===== config.mk =====
export PLATFORM = sky130hd
export DESIGN_NAME = pipe_hazard_ctrl
export DESIGN_NICKNAME = d
export VERILOG_FILES = /design/src/rtl/pipe_ctrl_pkg.sv /design/src/rtl/pipe_hazard_ctrl_cgra_handshake_fsm.sv /design/src/rtl/pipe_hazard_ctrl.sv
export SDC_FILE = /design/constraint.sdc
export NUM_CORES = 1
export LEC_CHECK = 0
export CAP_MARGIN = 20
export CORE_ASPECT_RATIO = 1.75
export CORE_UTILIZATION = 35
export DETAILED_ROUTE_END_ITERATION = 10
export GPL_TIMING_DRIVEN = 0
export HOLD_SLACK_MARGIN = 0.15
export PLACE_DENSITY = 0.58
export SETUP_SLACK_MARGIN = 0.1
export SLEW_MARGIN = 10
export SYNTH_ARGS = -nofsm -noshare
export SYNTH_HDL_FRONTEND = slang
export SYNTH_SLANG_ARGS = --single-unit

===== constraint.sdc =====
create_clock -name clk_i -period 2.8 [get_ports clk_i]
set_input_delay 0.56 -clock clk_i [delete_from_list [all_inputs] [get_ports clk_i]]
set_output_delay 0.56 -clock clk_i [all_outputs]
set_load 0.02 [all_outputs]

===== src/rtl/pipe_ctrl_pkg.sv =====
// -----------------------------------------------------------------------------
// pipe_ctrl_pkg
// Shared definitions for the pipeline hazard / CGRA-offload controller:
//   - 2-bit FSM state encodings (as localparams and a typed enum)
//   - the NOP instruction and bubble control word that the flushed stage
//     registers load when if_id_flush_o / id_ex_flush_o are asserted
//   - load-use detection helper
// -----------------------------------------------------------------------------
package pipe_ctrl_pkg;

    localparam logic [1:0] ST_IDLE    = 2'd0;
    localparam logic [1:0] ST_START   = 2'd1;
    localparam logic [1:0] ST_WAIT    = 2'd2;
    localparam logic [1:0] ST_RELEASE = 2'd3;

    typedef enum logic [1:0] {
        IDLE    = ST_IDLE,
        START   = ST_START,
        WAIT    = ST_WAIT,
        RELEASE = ST_RELEASE
    } hz_state_e;

    // addi x0, x0, 0 -- what IF/ID holds after a flush.
    localparam logic [31:0] NOP_INSTR   = 32'h0000_0013;
    // ID/EX control word after a flush: every control bit cleared.
    localparam logic [15:0] BUBBLE_CTRL = 16'h0000;

    // A load in EX whose destination feeds the instruction in ID.
    // x0 is never a real dependency.
    function automatic logic is_load_use(
        input logic       ex_mem_read,
        input logic [4:0] ex_rd,
        input logic [4:0] id_rs,
        input logic [4:0] id_rt
    );
        return ex_mem_read && (ex_rd != 5'd0) &&
               ((ex_rd == id_rs) || (ex_rd == id_rt));
    endfunction

endpackage


===== src/rtl/pipe_hazard_ctrl_cgra_handshake_fsm.sv =====
// -----------------------------------------------------------------------------
// cgra_handshake_fsm
// Sequences one CGRA offload: IDLE -> START (one-cycle start pulse) -> WAIT
// (until done or timeout) -> RELEASE (one cycle, lets the op advance to EX).
// Owns the timeout counter and the sticky error flag.
//
// Ports
//   clk_i          clock, rising edge
//   rst_ni         asynchronous active-low reset
//   req_i          launch request, only honoured in IDLE
//   done_i         CGRA completion level, sampled only in WAIT
//   state_o        current FSM state (pipe_ctrl_pkg encoding)
//   cgra_start_o   registered start pulse, high for the START cycle
//   cgra_err_o     registered sticky timeout flag
// -----------------------------------------------------------------------------
module cgra_handshake_fsm
    import pipe_ctrl_pkg::*;
#(
    parameter int CGRA_TIMEOUT = 1024
) (
    input  logic       clk_i,
    input  logic       rst_ni,
    input  logic       req_i,
    input  logic       done_i,
    output logic [1:0] state_o,
    output logic       cgra_start_o,
    output logic       cgra_err_o
);

    localparam int              CNT_W   = $clog2(CGRA_TIMEOUT + 1);
    localparam logic [CNT_W-1:0] TO_LAST = CNT_W'(CGRA_TIMEOUT - 1);

    hz_state_e        state_q, state_d;
    logic [CNT_W-1:0] cnt_q, cnt_d;
    logic             err_d;

    always_comb begin
        state_d = state_q;
        cnt_d   = cnt_q;
        err_d   = cgra_err_o;
        case (state_q)
            IDLE: begin
                if (req_i) state_d = START;
            end
            START: begin
                // Clearing here is what keeps the counter from ever wrapping.
                cnt_d   = '0;
                state_d = WAIT;
            end
            WAIT: begin
                if (done_i) begin
                    // Done takes precedence over a coincident timeout.
                    state_d = RELEASE;
                end else begin
                    cnt_d = cnt_q + CNT_W'(1);
                    if (cnt_q == TO_LAST) begin
                        err_d   = 1'b1;
                        state_d = RELEASE;
                    end
                end
            end
            RELEASE: begin
                state_d = IDLE;
            end
            default: state_d = IDLE;
        endcase
    end

    always_ff @(posedge clk_i or negedge rst_ni) begin
        if (!rst_ni) begin
            state_q      <= IDLE;
            cnt_q        <= '0;
            cgra_start_o <= 1'b0;
            cgra_err_o   <= 1'b0;
        end else begin
            state_q      <= state_d;
            cnt_q        <= cnt_d;
            cgra_start_o <= (state_d == START);
            cgra_err_o   <= err_d;
        end
    end

    assign state_o = state_q;

endmodule


===== src/rtl/pipe_hazard_ctrl.sv =====
// -----------------------------------------------------------------------------
// pipe_hazard_ctrl
// Stall/flush controller for the PC, IF/ID and ID/EX stage registers of the
// five-stage core: load-use stalls, taken-branch flushes and front-end stall
// while a CGRA op in ID runs through the start/done handshake.
//
// Optional feature macro: HAZARD_PERF_CNT_EN adds stall_cnt_o, a saturating
// count of cycles with pc_stall_o high.
//
// Parameters
//   CGRA_TIMEOUT     max WAIT cycles before cgra_err_o is raised (>= 2)
// Ports
//   clk_i            clock, rising edge
//   start_i          asynchronous active-low reset
//   id_rs_addr_i     rs of the instruction in ID
//   id_rt_addr_i     rt of the instruction in ID
//   ex_rd_addr_i     rd of the instruction in EX
//   ex_mem_read_i    instruction in EX is a load
//   branch_taken_i   branch resolved taken in EX
//   id_cgra_inst_i   instruction in ID is a CGRA offload op
//   cgra_done_i      CGRA completion level
//   pc_stall_o       hold PC
//   if_id_stall_o    hold IF/ID
//   if_id_flush_o    load NOP into IF/ID
//   id_ex_flush_o    load bubble into ID/EX
//   cgra_start_o     registered start pulse to the CGRA
//   cgra_err_o       sticky CGRA timeout flag
//   stall_cnt_o      (HAZARD_PERF_CNT_EN only) stall cycle counter
// -----------------------------------------------------------------------------
module pipe_hazard_ctrl
    import pipe_ctrl_pkg::*;
#(
    parameter int CGRA_TIMEOUT = 1024
) (
    input  logic        clk_i,
    input  logic        start_i,
    input  logic [4:0]  id_rs_addr_i,
    input  logic [4:0]  id_rt_addr_i,
    input  logic [4:0]  ex_rd_addr_i,
    input  logic        ex_mem_read_i,
    input  logic        branch_taken_i,
    input  logic        id_cgra_inst_i,
    input  logic        cgra_done_i,
    output logic        pc_stall_o,
    output logic        if_id_stall_o,
    output logic        if_id_flush_o,
    output logic        id_ex_flush_o,
    output logic        cgra_start_o,
    output logic        cgra_err_o
`ifdef HAZARD_PERF_CNT_EN
    ,
    output logic [31:0] stall_cnt_o
`endif
);

    logic [1:0] state;
    logic       lu;
    logic       busy;
    logic       cgra_req;

    assign lu   = is_load_use(ex_mem_read_i, ex_rd_addr_i, id_rs_addr_i, id_rt_addr_i);
    // START and WAIT freeze the front end; EX only sees bubbles, so a branch
    // cannot resolve there.
    assign busy = (state == ST_START) || (state == ST_WAIT);
    // Only IDLE launches; in RELEASE the CGRA op is still in ID for one more
    // cycle and must not be launched a second time.
    assign cgra_req = start_i && (state == ST_IDLE) && id_cgra_inst_i &&
                      !branch_taken_i && !lu;

    cgra_handshake_fsm #(
        .CGRA_TIMEOUT (CGRA_TIMEOUT)
    ) u_fsm (
        .clk_i        (clk_i),
        .rst_ni       (start_i),
        .req_i        (cgra_req),
        .done_i       (cgra_done_i),
        .state_o      (state),
        .cgra_start_o (cgra_start_o),
        .cgra_err_o   (cgra_err_o)
    );

    always_comb begin
        pc_stall_o    = 1'b0;
        if_id_stall_o = 1'b0;
        if_id_flush_o = 1'b0;
        id_ex_flush_o = 1'b0;
        if (!start_i) begin
            // Held in reset: everything quiet regardless of inputs.
        end else if (busy) begin
            pc_stall_o    = 1'b1;
            if_id_stall_o = 1'b1;
            id_ex_flush_o = 1'b1;
        end else if (branch_taken_i) begin
            if_id_flush_o = 1'b1;
            id_ex_flush_o = 1'b1;
        end else if (lu) begin
            pc_stall_o    = 1'b1;
            if_id_stall_o = 1'b1;
            id_ex_flush_o = 1'b1;
        end else if (cgra_req) begin
            pc_stall_o    = 1'b1;
            if_id_stall_o = 1'b1;
            id_ex_flush_o = 1'b1;
        end
    end

`ifdef HAZARD_PERF_CNT_EN
    always_ff @(posedge clk_i or negedge start_i) begin
        if (!start_i) begin
            stall_cnt_o <= '0;
        end else if (pc_stall_o && (stall_cnt_o != 32'hFFFF_FFFF)) begin
            stall_cnt_o <= stall_cnt_o + 32'd1;
        end
    end
`endif

endmodule


# After elaboration in Yosys (flattened, before gate mapping)

Cells that the tools add are included.

Register bits after elaboration: 15
Logic and storage cells: 46
Output and inout port bits: 6
Bits of input ports: 21

Bitwise logic cells: 1
Eq/ne operators: 8
$add $sub $neg: 1
Reductions and logical operators: 15
Mux-type cells: 17

Operators by type and width:

| operator                                                           | number |
|---|---|
| 11-bit case mux with 2 select lines                                | 1 |
| 11-bit by 1-bit adder with 11-bit output (second input constant)   | 1 |
| 11-bit by 10-bit == test with 1-bit output (second input constant) | 1 |
| 1-bit 2-to-1 mux                                                   | 11 |
| 11-bit 2-to-1 mux                                                  | 1 |
| 5-bit == test                                                      | 2 |
| 2-bit case mux with 4 select lines                                 | 1 |
| 1-bit logical AND                                                  | 6 |
| 2-bit 2-to-1 mux                                                   | 3 |
| 5-bit nonzero test                                                 | 1 |
| 2-bit by 1-bit == test with 1-bit output (second input constant)   | 2 |
| 2-bit == test (second input constant)                              | 2 |
| 3-bit AND reduction                                                | 1 |
| 1-bit zero test                                                    | 2 |
| 2-bit zero test                                                    | 1 |
| 1-bit logical OR                                                   | 2 |
| 2-bit != test (second input constant)                              | 1 |
| 2-bit AND reduction                                                | 1 |
| 2-bit nonzero test                                                 | 1 |
| 1-bit NOT                                                          | 1 |

# Depth between registers and ports, before layout

Word-level depth: 10
Gate-level depth with buffers: 7
Depth with buffers taken out: 6

# Hierarchy

From an unflattened synthesis, not the netlist that was laid out.

Cells, all modules: 102
Area, all modules: 997.2 um^2

Modules (own cells, without submodules):

| module             | sequential area each (um^2) | cells an instance | times used | area an instance (um^2) |
|---|---|---|---|---|
| cgra_handshake_fsm | 375.4                       | 69                | 1          | 770.7 |
| pipe_hazard_ctrl   | 0.0                         | 33                | 1          | 226.5 |

# Least setup slack after synthesis

No wires, ideal clock.

Path kind: input-to-output
From: in ex_rd_addr_i[1]
To: out pc_stall_o
Slack: 454 ps
Buffers on the path: 1
Required time: 2,240 ps
Stages: 5
Arrival time: 1,786 ps
Cell sequence: or4_1 > o21a_1 > nand3b_1 > o211ai_1 > buf_4

Longest elaborated chain between the ends: 10
Elaborated cells on any way between the ends: 13
Classes of those cells: eq/ne (2); mux (5); reduce/logical (6)

Ends and longest elaborated chain:

| what                                                  | line                                     | text |
|---|---|---|
| start, declared                                       | pipe_hazard_ctrl.sv:39                   | `input logic [4:0] ex_rd_addr_i,` |
| 5-bit == test or 5-bit nonzero test (tied branches)   | pipe_ctrl_pkg.sv:37, pipe_ctrl_pkg.sv:36 |  |
| 1-bit logical OR or 1-bit logical AND (tied branches) | pipe_ctrl_pkg.sv:37, pipe_ctrl_pkg.sv:36 |  |
| 1-bit logical AND *                                   | pipe_ctrl_pkg.sv:36                      | `return ex_mem_read && (ex_rd != 5'd0) &&` |
| 1-bit zero test                                       | pipe_hazard_ctrl.sv:68                   | `!branch_taken_i && !lu;` |
| 1-bit logical AND                                     | pipe_hazard_ctrl.sv:68                   |  |
| 1-bit 2-to-1 mux                                      | n/a                                      |  |
| 1-bit 2-to-1 mux * (4 in a row)                       | n/a                                      |  |
| end, declared                                         | pipe_hazard_ctrl.sv:44                   | `output logic pc_stall_o,` |

Every way passes the cells marked *; elsewhere a longest branch is shown, timed or not.

# Worst setup path in the final report

From: in ex_rd_addr_i[1]
To: out pc_stall_o

Longest elaborated chain between the ends: 10
Elaborated cells on any way between the ends: 13
Classes of those cells: eq/ne (2); mux (5); reduce/logical (6)

Ends and longest elaborated chain:

| what                                                  | line                                     | text |
|---|---|---|
| 5-bit == test or 5-bit nonzero test (tied branches)   | pipe_ctrl_pkg.sv:37, pipe_ctrl_pkg.sv:36 |  |
| 1-bit logical OR or 1-bit logical AND (tied branches) | pipe_ctrl_pkg.sv:37, pipe_ctrl_pkg.sv:36 |  |
| 1-bit logical AND *                                   | pipe_ctrl_pkg.sv:36                      |  |
| 1-bit zero test                                       | pipe_hazard_ctrl.sv:68                   |  |
| 1-bit logical AND                                     | pipe_hazard_ctrl.sv:68                   |  |
| 1-bit 2-to-1 mux                                      | pipe_hazard_ctrl.sv:100                  | `end else if (cgra_req) begin` |
| 1-bit 2-to-1 mux *                                    | pipe_hazard_ctrl.sv:96                   | `end else if (lu) begin` |
| 1-bit 2-to-1 mux *                                    | pipe_hazard_ctrl.sv:93                   | `end else if (branch_taken_i) begin` |
| 1-bit 2-to-1 mux *                                    | pipe_hazard_ctrl.sv:89                   | `end else if (busy) begin` |
| 1-bit 2-to-1 mux *                                    | pipe_hazard_ctrl.sv:87                   | `if (!start_i) begin` |

Marked as above.

==> flow_summary.toml <==
[run_status]
run_status = "completed"

[layout]
fin_nets = 159
drive_gt1_share_pct = 9.02
insertedDiodeCount = 0
area_growth_pct = 32.4
fillers = 259

[critical_path]
crit_start = "ex_rd_addr_i[1]"
critPathBufInv = 3
r2r_start = "u_fsm.state_o[0]"
cp_slowest_cell = "or4_4"
reg2regPathDepth = 7
cp.depth = 7
critPathMaxStageDelay_ns = 0.54
timing_worst_setup_path_type = "in2out"
cp-endpoint = "pc_stall_o"
reg2reg_setup_slack_ns = 1.02
cp.required_ns = 2.24
start_kind = "input port"
cp_top_family = "simple AND/OR/NAND/NOR gates"
path_cells = "dlygate4sd2_1 > or4_4 > o21a_1 > nand3b_1 > o211ai_1 > buf_4 > buf_2"
reg2reg_to = "u_fsm.cgra_start_o"
cp.arrival_ns = 2.12
end_kind = "output port"
critPathMaxFanout = 3

[placed_design]
dp_hpwl_um = 1700
globalplace.congestion = 0.754
dpl_worst_slack_ns = -0.617
portBuffers = 25

[drt]
wl_met3_um = 67
wl_um = 2110
drc = 0
drt-wirelength-per-cell_um = 13.2
wl_met2_um = 1200
wl_met1_um = 785
top_layer = "met4"
drtIter0Drc = 3
vias = 879
vias_per_cell = 5.49
firstDrtPassIters = 3
ant_nets = 0

[synth]
ys_types = 32
synth-edff-count = 0
synth-seq-cells = 15
yosysWarnings = 0
synthXorXnorAreaFrac_pct = 11.7
syn_inst = 104
avgSynthCellArea_sq_um = 9.35
synth_nets = 129
synthSimpleGateAreaFrac_pct = 22.1
ys_seq_area_share_pct = 38.6
synthAdderAreaFrac_pct = 5.15
synthMuxAreaShare_pct = 2.06
async_flop_share_pct = 100
synth-compound-area-share_pct = 16.9
synth_area_sq_um = 972
ys.flop_type = "dfrtp_1"
synth_top_family_by_area = "simple AND/OR/NAND/NOR gates"

[timing]
fmax_mhz = 373
period_share_pct = 95.8
setup_viol = 0
hold_viol_final = 0
min_period_ns = 2.68
maxSlewViolCount = 0
relSlewSlack_pct = 67.5
setup_slack_ns = 0.117
rsz0062_at_grt = "true"
holdWs_ns = 0.351
tightest_slew_ns = 0.487
fin_skew_ns = 0.00191

[global_routing]
grt_usage_pct = 16.4
grt_pass1_wl_um = 3730
overflow = 0
grt_pass1_vias = 880
antenna_found_initial = 0
grt_max_degree = 22

[pwr]
irDropWorstVdd_v = 0.000556
power_leakage_nw = 0.549
p_per_area_nw_per_um2 = 680

[run]
maxCapViolCount = 0

[clock_network]
post-cts-setup-buffers = 0
holdBufCountCts = 0
cts_tree = "done"
path_clk_slew_ns = 0.06
cts_buffers = 3
clk_latency_ns = 0.25
clock-sinks = 15
root_buffer = "clkbuf_8"
htreeDepth = 1
clockBufferDepth = 2

[floorplanning]
die_w_um = 41.8
start_util_pct = 36.6
die_h_um = 71.7
ios = 27
num_rows = 25
die_area_sq_um = 3000
core-area_sq_um = 2660

[worst_hold_path]
min-delay-path-class = "in2async"
==> how the worst min path moves through the flow <==
stage | slack, ns | depth (start not counted) | endpoint
6_report | 0.35 | 1 | u_fsm.cnt_q[8]
5_1_grt | 0.39 | 1 | u_fsm.cnt_q[8]
4_1_cts | 0.37 | 1 | u_fsm.cnt_q[8]
3_5_place_dp | 0.47 | 1 | u_fsm.cnt_q[6]
3_3_place_gp | 0.47 | 1 | u_fsm.cnt_q[8]
2_1_floorplan | 0.26 | 0 | u_fsm.cgra_err_o
==> Yosys cell counts, types with 2 or more instances <==
| library cell | number | area, sq um |
|---|---|---|
| o21a_1 | 2 | 15.0 |
| nand4_1 | 4 | 25.0 |
| o22ai_1 | 3 | 18.8 |
| inv_1 | 4 | 15.0 |
| a32o_1 | 2 | 20.0 |
| xnor2_1 | 10 | 87.6 |
| ha_1 | 4 | 50.1 |
| xor2_1 | 3 | 26.3 |
| o21ai_0 | 8 | 40.0 |
| dfrtp_1 | 15 | 375 |
| clkbuf_1 | 3 | 11.3 |
| nand3_1 | 7 | 35.0 |
| nor2_1 | 5 | 18.8 |
| mux2i_1 | 2 | 20.0 |
| nand2_1 | 11 | 41.3 |
| and4b_1 | 3 | 30.0 |
| o211ai_1 | 3 | 22.5 |
==> area by class of cell <==
| cell class | instances | area [sq um] | area share, % |
|---|---|---|---|
| sequential | 15 | 375 | 29.2 |
| clock inverter | 1 | 5.00 | 0.389 |
| inverter | 4 | 15.0 | 1.17 |
| clock buffer | 3 | 41.3 | 3.21 |
| timing repair buffer | 25 | 231 | 18.0 |
| buffer | 4 | 18.8 | 1.46 |
| tap | 27 | 33.8 | 2.62 |
| multi-input combinational | 81 | 567 | 44.0 |
==> cells in the final DEF (no fill, tap or decap), types with 4 or more instances in the layout <==
cell type / instances
o21ai_0: 8
dfrtp_1: 15
clkdlybuf4s50_1: 17
nor2_1: 5
xnor2_1: 10
ha_1: 4
dlygate4sd2_1: 4
nand3_1: 7
nand4_1: 4
nand2_1: 11
inv_1: 4
==> cells by family after synthesis <==
family | after synthesis
compound gates | 24
mux | 2
buf+inv | 8
xor+xnor | 13
flops | 15
fa+ha+maj | 4
simple gates | 38
==> sequential cells by signal, summed over array words and instances (netlist names) <==
| signal | cells |
|---|---|
| u_fsm.cgra_err_o | 1 |
| u_fsm.cgra_start_o | 1 |
| u_fsm.cnt_q | 11 |
| u_fsm.state_o | 2 |
==> repair_timing <==
| action | CTS | global route |
|---|---|---|
| endpoints found under the setup margin | 4 | 3 |
| gates resized for setup | 13 | 5 |
| pin swaps | 0 | 2 |
==> through the flow <==
stage | utilization [%] | area (sq um) | total power [mW] | TNS, ns | cells
after detailed placement | 47.2 | 1260 | 0.726 | -1.93 | 156
after global routing | 48.4 | 1290 | 0.944 | 0 | 160
after floorplan | - | 972 | 0.569 | 0 | 104
final | 48.4 | 1290 | 0.876 | 0 | 160
after global placement | 47.2 | 1260 | 0.720 | -1.84 | 156
after CTS | 48.9 | 1300 | 0.897 | 0 | 160
==> where the power goes <==
group          switching [mW]  leakage [nW]  internal [mW]
Clock                  0.0815        0.0255         0.0988
Sequential             0.0257         0.203          0.253
Combinational           0.235         0.320          0.183
Total                   0.342         0.549          0.534
==> per-layer routing <==
metal  vias up  track usage, %
li1        435               -
met5         -               0
met3         5            2.27
met2        21            31.4
met1       418            16.1
met4         0            9.68
No activity file was read; power rests on OpenSTA's default activity.
